`config.mk`:
```
export PLATFORM = sky130hd
export DESIGN_NAME = core_fetch_unit
export DESIGN_NICKNAME = d
export VERILOG_FILES = /design/src/rtl/core_fetch_pkg.sv /design/src/rtl/core_fetch_pc_reg.sv /design/src/rtl/core_fetch_unit.sv
export SDC_FILE = /design/constraint.sdc
export NUM_CORES = 1
export LEC_CHECK = 0
export BUFFER_PORTS_ARGS = -buffer_cell sky130_fd_sc_hd__buf_4
export CELL_PAD_IN_SITES_DETAIL_PLACEMENT = 0
export CELL_PAD_IN_SITES_GLOBAL_PLACEMENT = 1
export CORE_AREA = 5 5 158 145
export DETAILED_ROUTE_END_ITERATION = 7
export DIE_AREA = 0 0 163 150
export HOLD_SLACK_MARGIN = 0.05
export PLACE_DENSITY_LB_ADDON = 0.08
export SKIP_LAST_GASP = 1
export SLEW_MARGIN = 30
export SYNTH_ARGS = -nofsm -noshare
export SYNTH_HDL_FRONTEND = slang
export SYNTH_HIERARCHICAL = 1
export SYNTH_SLANG_ARGS = --single-unit
```
`constraint.sdc`:
```
create_clock -name i_clk -period 3.17 [get_ports i_clk]
set_input_delay 0.317 -clock i_clk [delete_from_list [all_inputs] [get_ports i_clk]]
set_output_delay 0.317 -clock i_clk [all_outputs]
set_load 0.03 [all_outputs]
```
`src/rtl/core_fetch_pkg.sv`:
```
// Shared types and constants for the instruction-fetch stage.
package core_fetch_pkg;
   typedef enum logic [1:0] {
      IDLE = 2'd0,
      REQ  = 2'd1,
      WAIT = 2'd2,
      HOLD = 2'd3
   } fetch_state_e;

   localparam int          INSTR_BYTES = 4;
   localparam logic [31:0] NOP_INSTR   = 32'h00000013;
endpackage

```
`src/rtl/core_fetch_pc_reg.sv`:
```
// Program counter: reset load, word-aligned redirect load, +INSTR_BYTES increment.
module core_fetch_pc_reg
   import core_fetch_pkg::*;
#(
   parameter int                    DATA_WIDTH = 64,
   parameter logic [DATA_WIDTH-1:0] RESET_PC   = '0
) (
   input  logic                  i_clk,
   input  logic                  i_rst,
   input  logic                  i_load,
   input  logic [DATA_WIDTH-1:0] i_load_pc,
   input  logic                  i_inc,
   output logic [DATA_WIDTH-1:0] o_pc
);
   logic [DATA_WIDTH-1:0] r_pc;

   // Redirect outranks increment; the add wraps naturally at 2^DATA_WIDTH.
   always_ff @(posedge i_clk) begin
      if (i_rst) begin
         r_pc <= RESET_PC;
      end else if (i_load) begin
         r_pc <= {i_load_pc[DATA_WIDTH-1:2], 2'b00};
      end else if (i_inc) begin
         r_pc <= r_pc + DATA_WIDTH'(INSTR_BYTES);
      end
   end

   assign o_pc = r_pc;
endmodule

```
`src/rtl/core_fetch_unit.sv`:
```
// Fetch stage: one outstanding imem request, valid/ready hand-off to decode.
// Define CORE_FETCH_PERF_EN to add fetch/kill performance counters.
module core_fetch_unit
   import core_fetch_pkg::*;
#(
   parameter int                    DATA_WIDTH  = 64,
   parameter int                    INSTR_WIDTH = 32,
   parameter logic [DATA_WIDTH-1:0] RESET_PC    = '0
) (
   input  logic                   i_clk,
   input  logic                   i_rst,
   input  logic                   i_redirect_valid,
   input  logic [DATA_WIDTH-1:0]  i_redirect_pc,
   output logic                   o_imem_req_valid,
   output logic [DATA_WIDTH-1:0]  o_imem_req_addr,
   input  logic                   i_imem_req_ready,
   input  logic                   i_imem_rsp_valid,
   input  logic [INSTR_WIDTH-1:0] i_imem_rsp_data,
   output logic                   o_if_valid,
   output logic [DATA_WIDTH-1:0]  o_if_pc,
   output logic [INSTR_WIDTH-1:0] o_if_instr,
`ifdef CORE_FETCH_PERF_EN
   output logic [31:0]            o_perf_fetch_cnt,
   output logic [31:0]            o_perf_kill_cnt,
`endif
   input  logic                   i_id_ready
);
   localparam logic [1:0] ST_IDLE = IDLE;
   localparam logic [1:0] ST_REQ  = REQ;
   localparam logic [1:0] ST_WAIT = WAIT;
   localparam logic [1:0] ST_HOLD = HOLD;

   logic [1:0]             r_state;
   logic                   r_drop;
   logic [DATA_WIDTH-1:0]  r_if_pc;
   logic [INSTR_WIDTH-1:0] r_if_instr;
   logic [DATA_WIDTH-1:0]  w_pc;
   logic                   w_rsp_in_wait;
   logic                   w_accept;
   logic                   w_kill;

   assign w_rsp_in_wait = (r_state == ST_WAIT) && i_imem_rsp_valid;
   assign w_kill        = w_rsp_in_wait && (r_drop || i_redirect_valid);
   assign w_accept      = w_rsp_in_wait && !r_drop && !i_redirect_valid;

   core_fetch_pc_reg #(
      .DATA_WIDTH (DATA_WIDTH),
      .RESET_PC   (RESET_PC)
   ) u_pc_reg (
      .i_clk     (i_clk),
      .i_rst     (i_rst),
      .i_load    (i_redirect_valid),
      .i_load_pc (i_redirect_pc),
      .i_inc     (w_accept),
      .o_pc      (w_pc)
   );

   always_ff @(posedge i_clk) begin
      if (i_rst) begin
         r_state    <= ST_IDLE;
         r_drop     <= 1'b0;
         r_if_pc    <= '0;
         r_if_instr <= INSTR_WIDTH'(NOP_INSTR);
      end else begin
         case (r_state)
            ST_IDLE: r_state <= ST_REQ;
            ST_REQ: begin
               // A redirect coinciding with acceptance leaves a stale request in flight.
               if (i_imem_req_ready) begin
                  r_state <= ST_WAIT;
                  r_drop  <= i_redirect_valid;
               end
            end
            ST_WAIT: begin
               if (i_imem_rsp_valid) begin
                  r_drop <= 1'b0;
                  if (w_kill) begin
                     r_state <= ST_REQ;
                  end else begin
                     r_state    <= ST_HOLD;
                     r_if_pc    <= w_pc;
                     r_if_instr <= i_imem_rsp_data;
                  end
               end else if (i_redirect_valid) begin
                  r_drop <= 1'b1;
               end
            end
            ST_HOLD: begin
               if (i_redirect_valid || i_id_ready) r_state <= ST_REQ;
            end
            default: r_state <= ST_IDLE;
         endcase
      end
   end

`ifdef CORE_FETCH_PERF_EN
   logic [31:0] r_fetch_cnt;
   logic [31:0] r_kill_cnt;

   always_ff @(posedge i_clk) begin
      if (i_rst) begin
         r_fetch_cnt <= '0;
         r_kill_cnt  <= '0;
      end else begin
         if ((r_state == ST_HOLD) && i_id_ready) r_fetch_cnt <= r_fetch_cnt + 32'd1;
         if (w_kill)                             r_kill_cnt  <= r_kill_cnt + 32'd1;
      end
   end

   assign o_perf_fetch_cnt = r_fetch_cnt;
   assign o_perf_kill_cnt  = r_kill_cnt;
`endif

   assign o_imem_req_valid = (r_state == ST_REQ);
   assign o_imem_req_addr  = w_pc;
   assign o_if_valid       = (r_state == ST_HOLD);
   assign o_if_pc          = r_if_pc;
   assign o_if_instr       = r_if_instr;
endmodule

```
# Word level (Yosys, flattened, before mapping)
# Index checks and enable logic that the tools add are counted.
# totals
input_bits	102
elab_cells	41
register_bits	163
# classes
addsub	1
n_mux	11
bitwise_logic	1
reduce_logical	15
eq_ne	7
# ops
cell	n
64-bit two-way mux	2
64-bit by 3-bit adder with 64-bit output (second input constant)	1
3-bit AND reduction	3
2-bit two-way mux	4
2-bit one-hot mux with 4 select lines	1
2-bit == test (second input constant)	2
1-bit logical AND	4
2-bit by 1-bit inequality test with 1-bit output (second input constant)	2
2-bit nonzero test	2
1-bit two-way mux	3
3-bit inequality test (second input constant)	1
2-bit by 1-bit == test with 1-bit output (second input constant)	1
1-bit logical NOT	2
2-bit logical NOT	1
1-bit logical OR	2
2-bit inequality test (second input constant)	1
1-bit one-hot mux with 2 select lines	1
2-bit OR reduction	1
1-bit NOT	1

# Logic depth before layout (Yosys ltp)
# logic_depth
ltp_word	6
depth_mapped	12
ltp_nobuf	9

# By module
# The synthesis kept the hierarchy.
# modules_own_cells
mod	seq_area_each_um2	area_per_inst_um2	n_inst	cells_per_inst
core_fetch_pc_reg	1241.2	3905.0	1	486
core_fetch_unit	1981.9	3500.9	1	443

# Worst setup path after synthesis
# Ideal clock, no wire load.
# synth_timing
path_kind	flip-flop to flip-flop
from	reg r_state[0]
to	reg u_pc_reg.r_pc[61] (netlist: u_pc_reg/o_pc[61])
n_path_buf	2
stages_incl_launch_ff	12
t_required_ps	3079
synth_period_minus_slack_ps	2619
path_slack_ps	551
setup_ps	91
arrival_ps	2528
cell_sequence	dfxtp_1 -> inv_1 -> ha_1 -> nand3_2 -> inv_2 -> buf_2 -> buf_2 -> nand3_1 -> nor3_2 -> nand3_2 -> or4_1 -> a311oi_1
# synth_between
elab_chain_cells	5
# synth_rtl
element	line_no	text
from (decl)	core_fetch_unit.sv:33	logic [1:0] r_state;
from (signal assigned)	core_fetch_unit.sv:60	r_state <= ST_IDLE;
from (signal assigned)	core_fetch_unit.sv:66	ST_IDLE: r_state <= ST_REQ;
from (signal assigned)	core_fetch_unit.sv:70	r_state <= ST_WAIT;
2-bit == test	core_fetch_unit.sv:42	assign w_rsp_in_wait = (r_state == ST_WAIT) && i_imem_rsp_valid;
1-bit logical AND	core_fetch_unit.sv:42	
1-bit logical AND (2 in series)	core_fetch_unit.sv:44	assign w_accept = w_rsp_in_wait && !r_drop && !i_redirect_valid;
via w_accept	core_fetch_unit.sv:39	logic w_accept;
2-bit nonzero test (no line)	--	
to (signal assigned)	core_fetch_pc_reg.sv:22	r_pc <= {i_load_pc[DATA_WIDTH-1:2], 2'b00};
to (signal assigned)	core_fetch_pc_reg.sv:24	r_pc <= r_pc + DATA_WIDTH'(INSTR_BYTES);
to (decl)	core_fetch_pc_reg.sv:15	logic [DATA_WIDTH-1:0] r_pc;
# The timed path passes the listed nets, and every way through them passes these cells.
# A chain may end at the register's enable or synchronous reset.

# Worst setup path in the final report
# layout_timing
from	reg r_state[0]
to	reg u_pc_reg.r_pc[61] (netlist: u_pc_reg/o_pc[61])
# layout_between
elab_chain_cells	5
# layout_rtl
element	line_no
2-bit == test	core_fetch_unit.sv:42
1-bit logical AND	core_fetch_unit.sv:42
1-bit logical AND (2 in series)	core_fetch_unit.sv:44
2-bit nonzero test (no line)	--
# Every way passes these cells.

==> impl_metrics.json <==
{
  "status": "finished clean",
  "synth_most_common_cell": "nand2_1",
  "dp_hpwl_um": 17700,
  "final_max_slew_viol_count": 0,
  "drc_errors": 0,
  "die_w_um": 163,
  "setup_viol": 0,
  "viasPerCell": 5.07,
  "clock-sinks": 161,
  "post-route-period-util": 0.812,
  "end_kind": "flop",
  "synth_area_leader_cell": "dfxtp_1",
  "worst_clock_skew_ns": 0.0135,
  "tns_ns": 0,
  "worstRegToRegCells": 9,
  "die_y_um": 150,
  "hold_depth": 3,
  "drive_above_1_share": 0.286,
  "hold_end": "o_if_instr[1]",
  "ys_seq_area_frac": 0.435,
  "grt_antenna_before_repair": 1,
  "clk_pin_slew_ns": 0.07,
  "cts_made_buffers": 17,
  "vias": 7466,
  "stdcell_area_um2": 10200,
  "synthCells": 929,
  "area_growth_pct": 37.5,
  "final_antenna_net_count": 0,
  "powerDensity_nw_per_um2": 464,
  "leakagePower_nw": 3.95,
  "grt-ovfl-total": 0,
  "nFillCells": 2195,
  "wl_per_cell_um": 17.2,
  "drt_first_pass_iters": 5,
  "ir_drop_mv": 0.326,
  "critical_path_required_ns": 3.50,
  "start_kind": "flop",
  "cts_tree": "yes",
  "cts_hold_buf": 0,
  "syn_area_um2": 7410,
  "finalHoldViolCount": 0,
  "cp_max_fo": 19,
  "crit_type": "reg2reg",
  "rrSetupSlack_ns": 0.59,
  "synth_edf_count": 0,
  "ys.flop_type": "dfxtp_1",
  "clockRootBuffer": "clkbuf_16",
  "placed_area_um2": 9650,
  "yosysWarnings": 6,
  "grt_pass1_wl_um": 39800,
  "drt_wl_total_um": 25400,
  "numPortBuffers": 259,
  "yosysUniqueCellTypes": 61,
  "die-area_um2": 24500,
  "maxCapViolCount": 0,
  "htreeDepth": 4,
  "final_nets": 1276,
  "cts-resized-gates": 0,
  "synthTopCellsByArea": "dfxtp_1, nand2_1, a21oi_1, nand4_1, nor2_1",
  "synth_top_area_share": 0.435,
  "critPathArrivalTime_ns": 2.91,
  "place_congestion": 0.786,
  "yosys-top-cells-count": "nand2_1, dfxtp_1, a21oi_1, nor2_1, nand4_1",
  "avgSynthCellArea_um2": 7.97,
  "io_pins": 264,
  "hp-start": "i_imem_rsp_data[1]",
  "insertion_delay_ns": 0.43,
  "start_util": 0.350,
  "worst_pin_slew_ns": 0.947,
  "min_period_ns": 2.58,
  "drt_iter0_markers": 613,
  "hp-class": "in2reg",
  "synth_seq_cells": 161,
  "antenna_cells": 0,
  "num_rows": 51,
  "design.core.area_um2": 21200,
  "clock_path_buffers": 2,
  "grt_pass1_vias": 7080,
  "rsz0062_at_grt": "no",
  "rr_endpoint": "u_pc_reg/o_pc[61]",
  "r2r-start": "r_state[0]",
  "grt_max_degree": 103,
  "max_freq_mhz": 388,
  "relSlewSlack": 0.369,
  "grt_use_total": 0.204,
  "cts_setup_buffers": 0,
  "async_flop_share": 0
}
==> routing by layer <==
metal / vias up / GRT usage / part of all wire / wire (um)
met5: - / 0 / 0.00079 / 20
met1: 3480 / 0.287 / 0.48 / 12100
li1: 3763 / - / - / -
met2: 205 / 0.307 / 0.45 / 11300
met4: 2 / 0.0407 / 0.0075 / 191
met3: 16 / 0.0655 / 0.070 / 1770
==> logic make-up after synthesis <==
group,Yosys count,share of synthesized area
AOI/OAI and AO/OA,190,0.157
xor gates and xnor gates,33,0.0390
adders and majority gates,4,0.00676
buffers and inverters,73,0.0436
DFF,161,0.435
muxes,10,0.0140
other,1,0.000506
and+or+nand+nor,457,0.304
==> sequential cells by signal, indices dropped and copies added (netlist names) <==
signal	count
o_if_instr	32
o_if_pc	64
r_drop	1
r_state	2
u_pc_reg/o_pc	62
==> power breakdown <==
group | switching [W] | internal (W) | leakage, nW | total [W]
Combinational | 0.000332 | 0.000249 | 2.39 | 0.000581
Clock | 0.000924 | 0.00102 | 0.248 | 0.00194
Sequential | 0.000116 | 0.00209 | 1.31 | 0.00220
==> worst max-delay path: stages (launching register included) <==
cell and delay, ns:
dfxtp_1 0.33, inv_1 0.07, ha_1 0.27, nand3_4 0.13, inv_4 0.12, nand3_1 0.10
nor3_2 0.22, nand3_2 0.38, or4_1 0.59, a311oi_1 0.24
==> layout by cell type, fill, tap and decap left out, types with 7 or more instances in the layout <==
cell,Yosys,final
nor2_1,63,63
a311oi_1,12,12
xnor2_1,15,15
nor3_1,10,10
nor4_2,8,8
o21ai_0,15,15
or4_1,7,7
or3_1,11,11
and3_1,7,7
buf_4,6,280
nor4_1,11,11
a211oi_1,23,23
clkbuf_16,0,17
nand3_1,23,23
and4_1,9,9
a21oi_1,108,108
mux2i_1,7,7
dfxtp_1,161,161
nand2_1,236,236
inv_1,11,10
xor2_1,18,18
nand4_1,39,39
==> how the worst max path moves through the flow <==
stage | from | depth (start not counted) | slack [ns] | endpoint
2_1_floorplan | r_state[0] | 11 | 0.55 | u_pc_reg/o_pc[61]
3_3_place_gp | r_state[0] | 9 | 0.60 | u_pc_reg/o_pc[61]
3_5_place_dp | r_state[0] | 9 | 0.57 | u_pc_reg/o_pc[61]
4_1_cts | r_state[0] | 9 | 0.54 | u_pc_reg/o_pc[61]
5_1_grt | r_state[0] | 9 | 0.29 | u_pc_reg/o_pc[61]
6_report | r_state[0] | 9 | 0.59 | u_pc_reg/o_pc[61]
==> per-stage QoR <==
step / hold slack [ns] / total power, W / instances / setup slack, ns / utilization
global placement: 0.442 / 0.00283 / 1442 / 0.602 / 0.455
detailed placement: 0.447 / 0.00283 / 1442 / 0.572 / 0.455
global route: 0.0799 / 0.00494 / 1474 / 0.291 / 0.481
floorplan: 0.441 / 0.00255 / 930 / 0.551 / -
CTS: 0.0769 / 0.00478 / 1474 / 0.537 / 0.481
finish: 0.0940 / 0.00473 / 1474 / 0.595 / 0.481
==> layout make-up <==
| class | instances | area [um^2] | share of cell area |
|---|---|---|---|
| clock buffer | 20 | 437 | 0.0429 |
| clock inverter | 12 | 100 | 0.00983 |
| inverter | 12 | 47.5 | 0.00467 |
| multi-input combinational | 696 | 3870 | 0.380 |
| sequential | 161 | 3220 | 0.316 |
| tap | 291 | 364 | 0.0357 |
| timing repair buffer | 282 | 2140 | 0.210 |
(Power assumes the default switching activity.)
